File: src/rtl/mem_port_arbiter.sv
// Single-port memory arbiter between instruction fetch and the MEM stage; data wins ties.
// Optional fetch anti-starvation is compiled in with `define FETCH_ANTISTARVE_EN.
module mem_port_arbiter #(
  parameter int AW           = 8,
  parameter int DW           = 8,
  parameter int STARVE_LIMIT = 4
) (
  input  logic          clk,
  input  logic          rstn,
  input  logic          if_req,
  input  logic [AW-1:0] if_addr,
  output logic          if_stall,
  output logic          if_rvalid,
  output logic [DW-1:0] if_rdata,
  input  logic          dm_req,
  input  logic          dm_we,
  input  logic [AW-1:0] dm_addr,
  input  logic [DW-1:0] dm_wdata,
  output logic          dm_stall,
  output logic          dm_rvalid,
  output logic [DW-1:0] dm_rdata,
  output logic          mem_en,
  output logic          mem_we,
  output logic [AW-1:0] mem_addr,
  output logic [DW-1:0] mem_wdata,
  input  logic [DW-1:0] mem_rdata
);

  typedef enum logic [1:0] {IDLE, IF_RD, DM_RD, DM_WR} owner_e;

  owner_e        owner_q, owner_d;
  logic          if_gnt, dm_gnt, force_fetch;
  logic [DW-1:0] if_rdata_q, dm_rdata_q;

  if (STARVE_LIMIT < 1) begin : g_bad_limit
    $error("STARVE_LIMIT must be at least 1");
  end

`ifdef FETCH_ANTISTARVE_EN
  localparam int CW = $clog2(STARVE_LIMIT + 1);

  logic [CW-1:0] starve_q, starve_d;

  assign force_fetch = if_req & dm_req & (starve_q == CW'(STARVE_LIMIT));

  // Saturates at the limit; any fetch grant or dropped fetch request restarts the count.
  always_comb begin
    starve_d = starve_q;
    if (!if_req || if_gnt) begin
      starve_d = '0;
    end else if (dm_req && (starve_q != CW'(STARVE_LIMIT))) begin
      starve_d = starve_q + 1'b1;
    end
  end

  always_ff @(posedge clk or negedge rstn) begin
    if (!rstn) begin
      starve_q <= '0;
    end else begin
      starve_q <= starve_d;
    end
  end

  assign dm_stall = dm_req & ~dm_gnt;
`else
  assign force_fetch = 1'b0;
  assign dm_stall    = 1'b0;
`endif

  assign dm_gnt   = dm_req & ~force_fetch;
  assign if_gnt   = if_req & (~dm_req | force_fetch);
  assign if_stall = if_req & ~if_gnt;

  always_comb begin
    mem_en    = 1'b0;
    mem_we    = 1'b0;
    mem_addr  = '0;
    mem_wdata = '0;
    owner_d   = IDLE;
    if (dm_gnt) begin
      mem_en    = 1'b1;
      mem_we    = dm_we;
      mem_addr  = dm_addr;
      mem_wdata = dm_wdata;
      owner_d   = dm_we ? DM_WR : DM_RD;
    end else if (if_gnt) begin
      mem_en   = 1'b1;
      mem_addr = if_addr;
      owner_d  = IF_RD;
    end
  end

  always_ff @(posedge clk or negedge rstn) begin
    if (!rstn) begin
      owner_q <= IDLE;
    end else begin
      owner_q <= owner_d;
    end
  end

  // Return data passes straight through in its cycle and is held afterwards.
  assign if_rvalid = (owner_q == IF_RD);
  assign dm_rvalid = (owner_q == DM_RD);
  assign if_rdata  = if_rvalid ? mem_rdata : if_rdata_q;
  assign dm_rdata  = dm_rvalid ? mem_rdata : dm_rdata_q;

  always_ff @(posedge clk or negedge rstn) begin
    if (!rstn) begin
      if_rdata_q <= '0;
      dm_rdata_q <= '0;
    end else begin
      if (if_rvalid) if_rdata_q <= mem_rdata;
      if (dm_rvalid) dm_rdata_q <= mem_rdata;
    end
  end

endmodule

File: config.mk
export PLATFORM = sky130hd
export DESIGN_NAME = mem_port_arbiter
export DESIGN_NICKNAME = d
export VERILOG_FILES = /design/src/rtl/mem_port_arbiter.sv
export SDC_FILE = /design/constraint.sdc
export NUM_CORES = 1
export LEC_CHECK = 0
export BUFFER_PORTS_ARGS = -buffer_cell sky130_fd_sc_hd__buf_2
export CELL_PAD_IN_SITES_DETAIL_PLACEMENT = 2
export CELL_PAD_IN_SITES_GLOBAL_PLACEMENT = 2
export CORE_ASPECT_RATIO = 0.7
export CORE_MARGIN = 1
export CORE_UTILIZATION = 19
export CTS_CLUSTER_DIAMETER = 200
export DETAILED_ROUTE_END_ITERATION = 6
export GPL_TIMING_DRIVEN = 0
export PLACE_DENSITY_LB_ADDON = 0.1
export SYNTH_ARGS = -nofsm -noshare
export SYNTH_HDL_FRONTEND = slang
export SYNTH_SLANG_ARGS = --single-unit
File: constraint.sdc
create_clock -name clk -period 1.27 [get_ports clk]
set_clock_uncertainty 0.05 [all_clocks]
set_input_delay 0.254 -clock clk [delete_from_list [all_inputs] [get_ports clk]]
set_output_delay 0.254 -clock clk [all_outputs]
set_load 0.005 [all_outputs]
# == Word-level counts from Yosys, hierarchy flattened ==
# Cells that the tools add are included.
# word_totals
regBits,18
output_inout_bits,38
elab_cells,20
# op_classes
n_eq_ne,2
mux,11
bitwise,4
# ops
operator,count
two-way mux 8 bit,5
two-way mux 1 bit,5
AND 1 bit,2
equality test 2 x 1 -> 1 bit (second input constant),1
equality test 2 bit (second input constant),1
two-way mux 2 bit,1
NOT 1 bit,2

# == Logic depth before layout (Yosys ltp) ==
# Gate-level depths: netlist of the first run.
# depth
ltp_word,4
ltp_mapped,3

# == Worst setup path before layout of the first run ==
# OpenSTA, ideal clock, no wires.
# synth_path
kind,reg-to-output
from,register owner_q[1]
to,output port if_rdata[0]
arrival_time_ns,0.962
required_ns,0.966
slack_ns,0.004
path_stages_with_launch,4
path_cell_list,dfrtp_1 -> nor2b_1 -> buf_6 -> mux2_4
# synth_via
elab_chain_len,2
# synth_rtl
item,line,text
"start, declared",31,"owner_e owner_q, owner_d;"
"start signal, assigned",97,owner_q <= owner_d;
equality test 2 x 1 -> 1 bit,102,assign if_rvalid = (owner_q == IF_RD);
net if_rvalid,13,"output logic if_rvalid,"
two-way mux 8 bit,--,
"end, declared",14,"output logic [DW-1:0] if_rdata,"
# The timed path passes the listed nets, and every way through them passes these cells.

# == Worst setup path in the final report of the first run ==
# layout_path
from,register owner_q[1]
to,output port if_rdata[0]
# layout_via
elab_chain_len,2
# layout_rtl
item,line
equality test 2 x 1 -> 1 bit,102
two-way mux 8 bit,--
# No other way between the ends.

==> impl_metrics.toml, run 1 <==
[cells_and_area]
fillers = 502
fin_nets = 189
drive_gt1_share_pct = 72.85
area_growth_pct = 80.83
register_area_um2 = 450.4
final_util_pct = 36.83
final_area_um2 = 1640
n_antenna_cell = 0
instances_no_fill = 206
multi_input_area_um2 = 431.7

[floorplan]
dieArea_um2 = 5059
fp.dieH_um = 59.81
io_pins = 75
die_w_um = 84.59
rows = 20
core-area_um2 = 4454
start_util_pct = 20.37

[place]
place_area_um2 = 1341
place_inst = 193
place_congestion = 0.6729
port_buffers = 73
dpl.hpwl_um = 2174

[synthesis]
ys_ff_latch = 18
syn_nets = 102
avgSynthCellArea_um2 = 13.96
yosysTopAreaCellShare_pct = 49.66
synth_warnings = 0
synth_area_um2 = 907.1
synth_cells = 65
ys_top_cells_by_area = "dfrtp_1, mux2_4, a22o_1"
yosysTopAreaCell = "dfrtp_1"
synthDistinctLibCells = 13
yosysSeqAreaShare_pct = 49.66

[routing]
ant_nets = 0
wire_per_inst_um = 13.72
firstDrtPassIters = 5
drt_iter0_markers = 12
via_count = 832
drc = 0
wirelength_um = 2827
viasPerCell = 4.039

[run]
cap_violations = 0

[critical_path]
arrival_ns = 1.38
path_max_fanout = 4
critPathCaptureType = "primary output"
path_class = "flop to primary output"
r2r_end = "if_rdata_q[4]"
r2r_cells = 4
required_ns = 0.97
worst-r2r-setup-slack_ns = -0.02
worstSetupStartpointType = "flop"
startpoint = "owner_q[1]"
endpoint = "if_rdata[0]"
worstReg2RegStart = "owner_q[1]"

[outcome]
run_status = "finished with violations"
violations = "setup timing"

[pwr]
p_leak_nw = 0.8818
power.density_nw_per_um2 = 1114
ir_drop_mv = 0.5354

[global_route]
grt_first_pass_wirelength_um = 4333
antenna_found_initial = 0
grt_max_degree = 19
grt_pass1_vias = 901
grt_use_total_pct = 11.47
grt.overflow.total = 0

[clocking]
cts_sinks = 18
clkTransAtPathRegs_ns = 0.06
clock_latency_ns = 0.25
cts_tree = "done"
clock_path_buffers = 2
htreeDepth = 1
clk_root_buffer_cell = "clkbuf_8"
cts_buffers = 3

[sta]
min_period_ns = 1.680
timing.final.ws_setup_ns = -0.4100
hold_ws_ns = 0.09603
fmax_mhz = 595.2
final-hold-violation-count = 0
maxSlewViolCount = 0
rsz0062_at_grt = "true"
finalSetupTns_ns = -6.947
finalCritPeriodShare_pct = 132.3
setup_violations = 22

[hold_path]
hold_path_class = "primary input to flop"
cells in the mapped netlist:
cell	number
mux2_4	16
nor2b_1	2
dfrtp_1	18
or2_1	1
or2_2	1
and2_1	10
buf_6	2
buf_4	1
buf_2	3
conb_1	1
nand2b_1	1
inv_1	1
a22o_1	8
layout make-up:
class / instances / area share [%]
Buffer: 5 / 3.433
Sequential cell: 18 / 27.46
Tap cell: 55 / 4.195
Timing Repair Buffer: 82 / 35.01
Inverter: 1 / 0.2288
Clock buffer: 4 / 3.356
Multi-Input combinational cell: 41 / 26.32
power by group:
part	internal, mW	total (mW)	leakage [nW]	switching [mW]
logic	0.455	0.679	0.642	0.224
clock network	0.275	0.456	0.0288	0.181
registers	0.665	0.693	0.211	0.0280
layer usage:
layer | track usage [%] | share of wire, % | vias up
li1 | - | - | 394
met1 | 13.89 | 43 | 404
met2 | 19.98 | 50 | 32
met3 | 4.282 | 6.8 | 2
met4 | 2.179 | 0.32 | 0
met5 | 0 | 0 | -
kinds of logic after synthesis:
| kind of cell | count (synthesis) | share of synthesized area (%) |
|---|---|---|
| muxes | 16 | 26.48 |
| buffers and inverters | 7 | 5.379 |
| other | 1 | 0.4134 |
| AOI/OAI and AO/OA | 8 | 7.724 |
| and+or+nand+nor | 15 | 10.35 |
| DFF | 18 | 49.65 |
cell usage in the layout, fill, tap and decap left out:
master | Yosys | layout
nand2b_1 | 1 | 1
and2_1 | 10 | 10
conb_1 | 1 | 1
dfrtp_1 | 18 | 18
nor2b_2 | 0 | 1
buf_8 | 0 | 1
mux2_4 | 16 | 16
buf_6 | 2 | 28
a22o_1 | 8 | 8
or2_2 | 1 | 1
or2_1 | 1 | 1
dlygate4sd3_1 | 0 | 1
buf_4 | 1 | 2
inv_1 | 1 | 1
clkbuf_8 | 0 | 4
buf_2 | 3 | 55
nor2b_4 | 0 | 2
registers in the layout, summed over array words and instances, names as in the netlist:
register,cells
dm_rdata_q,8
if_rdata_q,8
owner_q,2
worst min-delay path by stage:
stage | startpoint | end | cells past startpoint
floorplan | rstn | dm_rdata_q[0] | 0
global placement | rstn | dm_rdata_q[4] | 1
detailed placement | rstn | dm_rdata_q[4] | 1
CTS | dm_req | owner_q[1] | 1
global route | dm_req | owner_q[1] | 1
finish | dm_req | owner_q[1] | 1
metrics by stage:
stage / total power [mW] / setup slack (ns)
after global placement: 1.167 / -0.1659
after CTS: 1.849 / -0.4295
final: 1.827 / -0.4100
after detailed placement: 1.184 / -0.1867
after global routing: 1.931 / -0.4622
after floorplan: 0.9495 / 0.003746
repair_timing:
action                                 4_1_cts  5_1_grt
buffers inserted                             5        4
cloned                                       1        1
hold buffers                                 1        0
endpoints found under the hold margin       18        0
gates resized for setup                     33        5
pin swaps                                    0        0
setup endpoints to repair                   30       23
critical path: stages, from the launching register on:
cell and delay (ns):
dfrtp_1 0.41, nor2b_4 0.14, buf_6 0.15, mux2_4 0.32, buf_6 0.12
No activity file was read; power rests on OpenSTA's default activity.
==> inputs of run 2 (changes only) <==
- PLACE_DENSITY: unset -> 0.73
- PLACE_DENSITY_LB_ADDON: 0.1 -> unset
==> run 2 against run 1 <==
The flow still finishes with violations (setup timing). Sequential share of layout area grew 0.34 points. Maximum frequency down 1.6%. Final area shrank 1.2%. Sequential cell count did not move. Die area is the same. Critical endpoint is now if_rdata[5]. Critical path depth unchanged. Clock power shrank 15%. First-iteration DRC count is 58% higher. Largest power group unchanged. Cell count unchanged.
==> impl_metrics.toml, run 2 (synthesis results as in run 1) <==
[critical_path]
cp.depth = 4
worstSetupStartpointType = "flop"
max_stage_delay_ns = 0.41
worstPathBufferInverterCount = 2
worst-r2r-setup-slack_ns = -0.03
crit_chain = "nor2b_4, buf_6, mux2_4, buf_6"
r2r_end = "if_rdata_q[3]"
critPathCaptureType = "primary output"
required_ns = 0.97
cp_slowest_cell = "dfrtp_1"
path_max_fanout = 5
crit_top_cell = "buf_6"
r2r_cells = 4
worstReg2RegStart = "owner_q[1]"
arrival_ns = 1.40
path_class = "flop to primary output"
crit_family = "flip-flops"

[pwr]
swShare_pct = 24.70
switchingPower_mw = 0.4343
p_leak_nw = 0.8767
clock_power_share_pct = 21.9
p_int_mw = 1.324
seqPwrFrac_pct = 39.4
ir_drop_mv = 0.3619
power.density_nw_per_um2 = 1085
p_comb_share_pct = 38.6

[global_route]
grt.overflow.total = 0
antenna_found_initial = 0
grt_pass1_vias = 1011
grt_use_total_pct = 13.20
grt_first_pass_wirelength_um = 5092
grt_max_degree = 19

[outcome]
violations = "setup timing"
run_status = "finished with violations"

[place]
port_buffers = 73
dpl.hpwl_um = 2389
place_inst = 193
place_congestion = 0.7200

[clocking]
clkTransAtPathRegs_ns = 0.07
clk_root_buffer_cell = "clkbuf_8"
cts_tree = "done"
cts_buffers = 3
cts_sinks = 18
htreeDepth = 1
clock_path_buffers = 2
clock_latency_ns = 0.25

[hold_path]
hold_path.startpoint = "dm_req"
min_to = "owner_q[1]"
hold_path_class = "primary input to flop"
hold_depth = 1

[cells_and_area]
fillers = 497
final_common_cell = "buf_2"
final_util_pct = 36.38
final_cell_mix = "buf_2, buf_6, dfrtp_1, mux2_4, and2_1"
instances_no_fill = 206
drive_gt1_share_pct = 72.85
reg_top3 = "dm_rdata_q (8), if_rdata_q (8), owner_q (2)"
fin_nets = 190
n_antenna_cell = 0
area_growth_pct = 78.62

[sta]
fmax_mhz = 585.8
setup_violations = 21
final-hold-violation-count = 0
maxSlewViolCount = 0
timing.final.ws_setup_ns = -0.4370
min_period_ns = 1.707
finalCritPeriodShare_pct = 134.4
rsz0062_at_grt = "true"

[routing]
wirelength_um = 3206
drc = 0
via_count = 862
wire_per_inst_um = 15.56
firstDrtPassIters = 5
drt_iter0_markers = 19
ant_nets = 0
viasPerCell = 4.184

[floorplan]
rows = 20
start_util_pct = 20.37
fp.dieH_um = 59.81
die_w_um = 84.59
io_pins = 75
dieArea_um2 = 5059
core-area_um2 = 4454

[run]
cap_violations = 0
-- run 2: layout make-up --
type                       instances  area (um^2)  share of cell area, %
timing repair buffer              84        580.6                  35.83
tap                               55        68.82                  4.247
buffer                             5        52.55                  3.243
inverter                           1        3.754                 0.2317
clock buffer                       3        41.29                  2.548
sequential                        18        450.4                  27.80
multi-input combinational         40        422.9                  26.10
-- run 2: routing by layer --
metal	vias up	GRT usage [%]	part of all wire, %
met5	-	0	0
met4	0	2.906	0.84
met3	2	4.144	6.7
met2	46	24.51	51
met1	422	15.20	42
li1	392	-	-
-- run 2: metrics by stage --
stage                     power, mW  hold WS (ns)  worst slack [ns]  TNS [ns]  area, um^2
after floorplan              0.9495      -0.09159          0.003746         0       907.1
after global placement        1.169        0.1513           -0.1760    -2.341        1341
after detailed placement      1.190        0.1664           -0.1839    -3.306        1341
after CTS                     1.746        0.1056           -0.4499    -7.358        1556
after global routing          1.864       0.07058           -0.4996    -8.322        1620
final                         1.758       0.07693           -0.4370    -7.199        1620
-- run 2: how the worst max path moves through the flow --
stage / slack [ns] / end / start
6_report: -0.44 / if_rdata[5] / owner_q[1]
5_1_grt: -0.50 / if_rdata[5] / owner_q[1]
4_1_cts: -0.45 / dm_rdata[7] / owner_q[1]
3_5_place_dp: -0.18 / if_rdata[5] / owner_q[1]
3_3_place_gp: -0.18 / if_rdata[5] / owner_q[1]
2_1_floorplan: 0.004 / if_rdata[0] / owner_q[1]
-- run 2: timing repair --
| action | CTS | global route |
|---|---|---|
| buffers inserted | 2 | 7 |
| hold endpoints to repair | 18 | 0 |
| setup endpoints to repair | 35 | 21 |
| pin swaps | 0 | 1 |
| hold buffers | 1 | 0 |
| gates resized for setup | 29 | 6 |
| cloned | 3 | 0 |
-- run 2: power by group through the flow --
stage	Combinational, mW	Clock, mW	Sequential, mW
CTS	0.641	0.411	0.694
floorplan	0.257	0	0.693
global placement	0.470	0	0.699
detailed placement	0.488	0	0.702
finish	0.679	0.386	0.693
global route	0.733	0.428	0.703
==> inputs of run 3 (changes only) <==
==> constraint.sdc (replaced) <==
create_clock -name clk -period 1.27 [get_ports clk]
set_clock_uncertainty 0.05 [all_clocks]
set_input_delay 0.127 -clock clk [delete_from_list [all_inputs] [get_ports clk]]
set_output_delay 0.127 -clock clk [all_outputs]
set_load 0.005 [all_outputs]
==> run 3 against run 2 <==
The run still ends with setup timing left. Clock power is essentially flat. Die area is the same. Routed wire length shrank 5.4%. Non-clock buffer count shrank 2. Sequential cell count is the same. Critical path depth is the same. Power shrank 1.0%. Register-to-register slack is essentially flat. Sequential share of layout area grew 0.70 points.
==> impl_metrics.toml, run 3 (synthesis results as in run 1) <==
[place]
place_inst = 193
port_buffers = 73
place_congestion = 0.7200
dpl.hpwl_um = 2389

[floorplan]
io_pins = 75
core-area_um2 = 4454
dieArea_um2 = 5059
rows = 20
start_util_pct = 20.37
fp.dieH_um = 59.81
die_w_um = 84.59

[clocking]
clk_root_buffer_cell = "clkbuf_8"
cts_buffers = 3
htreeDepth = 1
clkTransAtPathRegs_ns = 0.07
cts_sinks = 18
cts_tree = "done"
clock_path_buffers = 2
clock_latency_ns = 0.25

[pwr]
p_comb_share_pct = 38.0
p_leak_nw = 0.8551
swShare_pct = 24.61
switchingPower_mw = 0.4283
clock_power_share_pct = 22.1
power.density_nw_per_um2 = 1101
ir_drop_mv = 0.3652
p_int_mw = 1.312
seqPwrFrac_pct = 39.8

[critical_path]
path_class = "flop to primary output"
startpoint = "owner_q[1]"
worstSetupStartpointType = "flop"
arrival_ns = 1.40
cp_slowest_cell = "dfrtp_1"
max_stage_delay_ns = 0.41
worstReg2RegStart = "owner_q[1]"
required_ns = 1.09
crit_chain = "nor2b_4, buf_6, mux2_4, buf_6"
path_max_fanout = 5
crit_top_cell = "buf_6"
critPathCaptureType = "primary output"

[sta]
final-hold-violation-count = 0
rsz0062_at_grt = "true"
hold_ws_ns = 0.09739
timing.final.ws_setup_ns = -0.3096
setup_violations = 21
maxSlewViolCount = 0
fmax_mhz = 633.1
finalCritPeriodShare_pct = 124.4
min_period_ns = 1.580
finalSetupTns_ns = -4.907

[cells_and_area]
instances_no_fill = 204
fillers = 505
final_common_cell = "buf_2"
drive_gt1_share_pct = 71.14
area_growth_pct = 74.21
final_util_pct = 35.48
final_cell_mix = "buf_2, buf_6, dfrtp_1, mux2_4, and2_1"
reg_top3 = "dm_rdata_q (8), if_rdata_q (8), owner_q (2)"
fin_nets = 188
n_antenna_cell = 0

[routing]
wire_per_inst_um = 14.87
wirelength_um = 3033
ant_nets = 0
viasPerCell = 4.235
via_count = 864
drc = 0
drt_iter0_markers = 19
firstDrtPassIters = 5

[outcome]
run_status = "finished with violations"
violations = "setup timing"

[global_route]
grt_use_total_pct = 12.83
grt_first_pass_wirelength_um = 4974
grt_max_degree = 19
grt_pass1_vias = 1017
grt.overflow.total = 0
antenna_found_initial = 0

[run]
cap_violations = 0

[hold_path]
hold_path.startpoint = "mem_rdata[0]"
hold_path_class = "primary input to flop"
==> run 3: cell count changes in the layout (fill, tap and decap cells not counted), sizes merged <==
| cell | before | now |
|---|---|---|
| dlygate4sd3 | 1 | 2 |
| buf | 88 | 85 |
==> run 3: path summary, 6_finish.rpt <==
kind,endpoint,slack [ns],cells after the start
worst max-delay path,if_rdata[5],-0.31,4
worst min-delay path,if_rdata_q[0],0.1,2
worst max register to register,if_rdata_q[3],-0.03,4
worst min register to register,dm_rdata_q[3],0.45,1
max in group asynchronous,dm_rdata_q[6],0.59,2
min in group asynchronous,owner_q[0],0.28,2
==> run 3: power groups by stage <==
stage,sequential (mW),clock [mW],combinational [mW]
after floorplan,0.693,0,0.257
after global placement,0.699,0,0.470
after detailed placement,0.702,0,0.488
after CTS,0.694,0.411,0.632
after global routing,0.703,0.428,0.715
final,0.693,0.385,0.662
==> run 3: layer usage <==
metal | track usage [%] | part of all wire (%) | up-vias
li1 | - | - | 388
met5 | 0 | 0 | -
met1 | 14.44 | 40 | 428
met2 | 24.16 | 52 | 46
met4 | 2.906 | 0.89 | 0
met3 | 4.144 | 7.3 | 2
==> run 3: final cells by class <==
type                            count  area [um^2]  share of cell area [%]
Timing Repair Buffer               81        555.5                   35.15
Sequential cell                    18        450.4                   28.50
Multi-Input combinational cell     40        415.4                   26.29
Tap cell                           55        68.82                   4.355
Buffer                              6        45.04                   2.850
Clock buffer                        3        41.29                   2.613
Inverter                            1        3.754                  0.2375
==> run 3: per-stage QoR <==
stage / setup WS [ns] / power (mW) / cell area [um^2]
global placement: -0.04902 / 1.169 / 1341
floorplan: 0.1282 / 0.9495 / 907.1
CTS: -0.3229 / 1.737 / 1539
global route: -0.3726 / 1.847 / 1580
finish: -0.3096 / 1.740 / 1580
detailed placement: -0.05687 / 1.190 / 1341
==> run 3: what timing repair did <==
action,CTS,global route
gates cloned,1,0
gates resized for setup,22,4
endpoints found under the hold margin,19,0
hold buffers,2,0
buffers inserted,2,5
endpoints found under the setup margin,18,18
==> run 3: critical path: cells and delay by family, from the launching register on <==
| family | cells | cell delay, ns |
|---|---|---|
| flops | 1 | 0.41 |
| mux | 1 | 0.32 |
| simple gates | 1 | 0.16 |
| buf+inv | 2 | 0.27 |
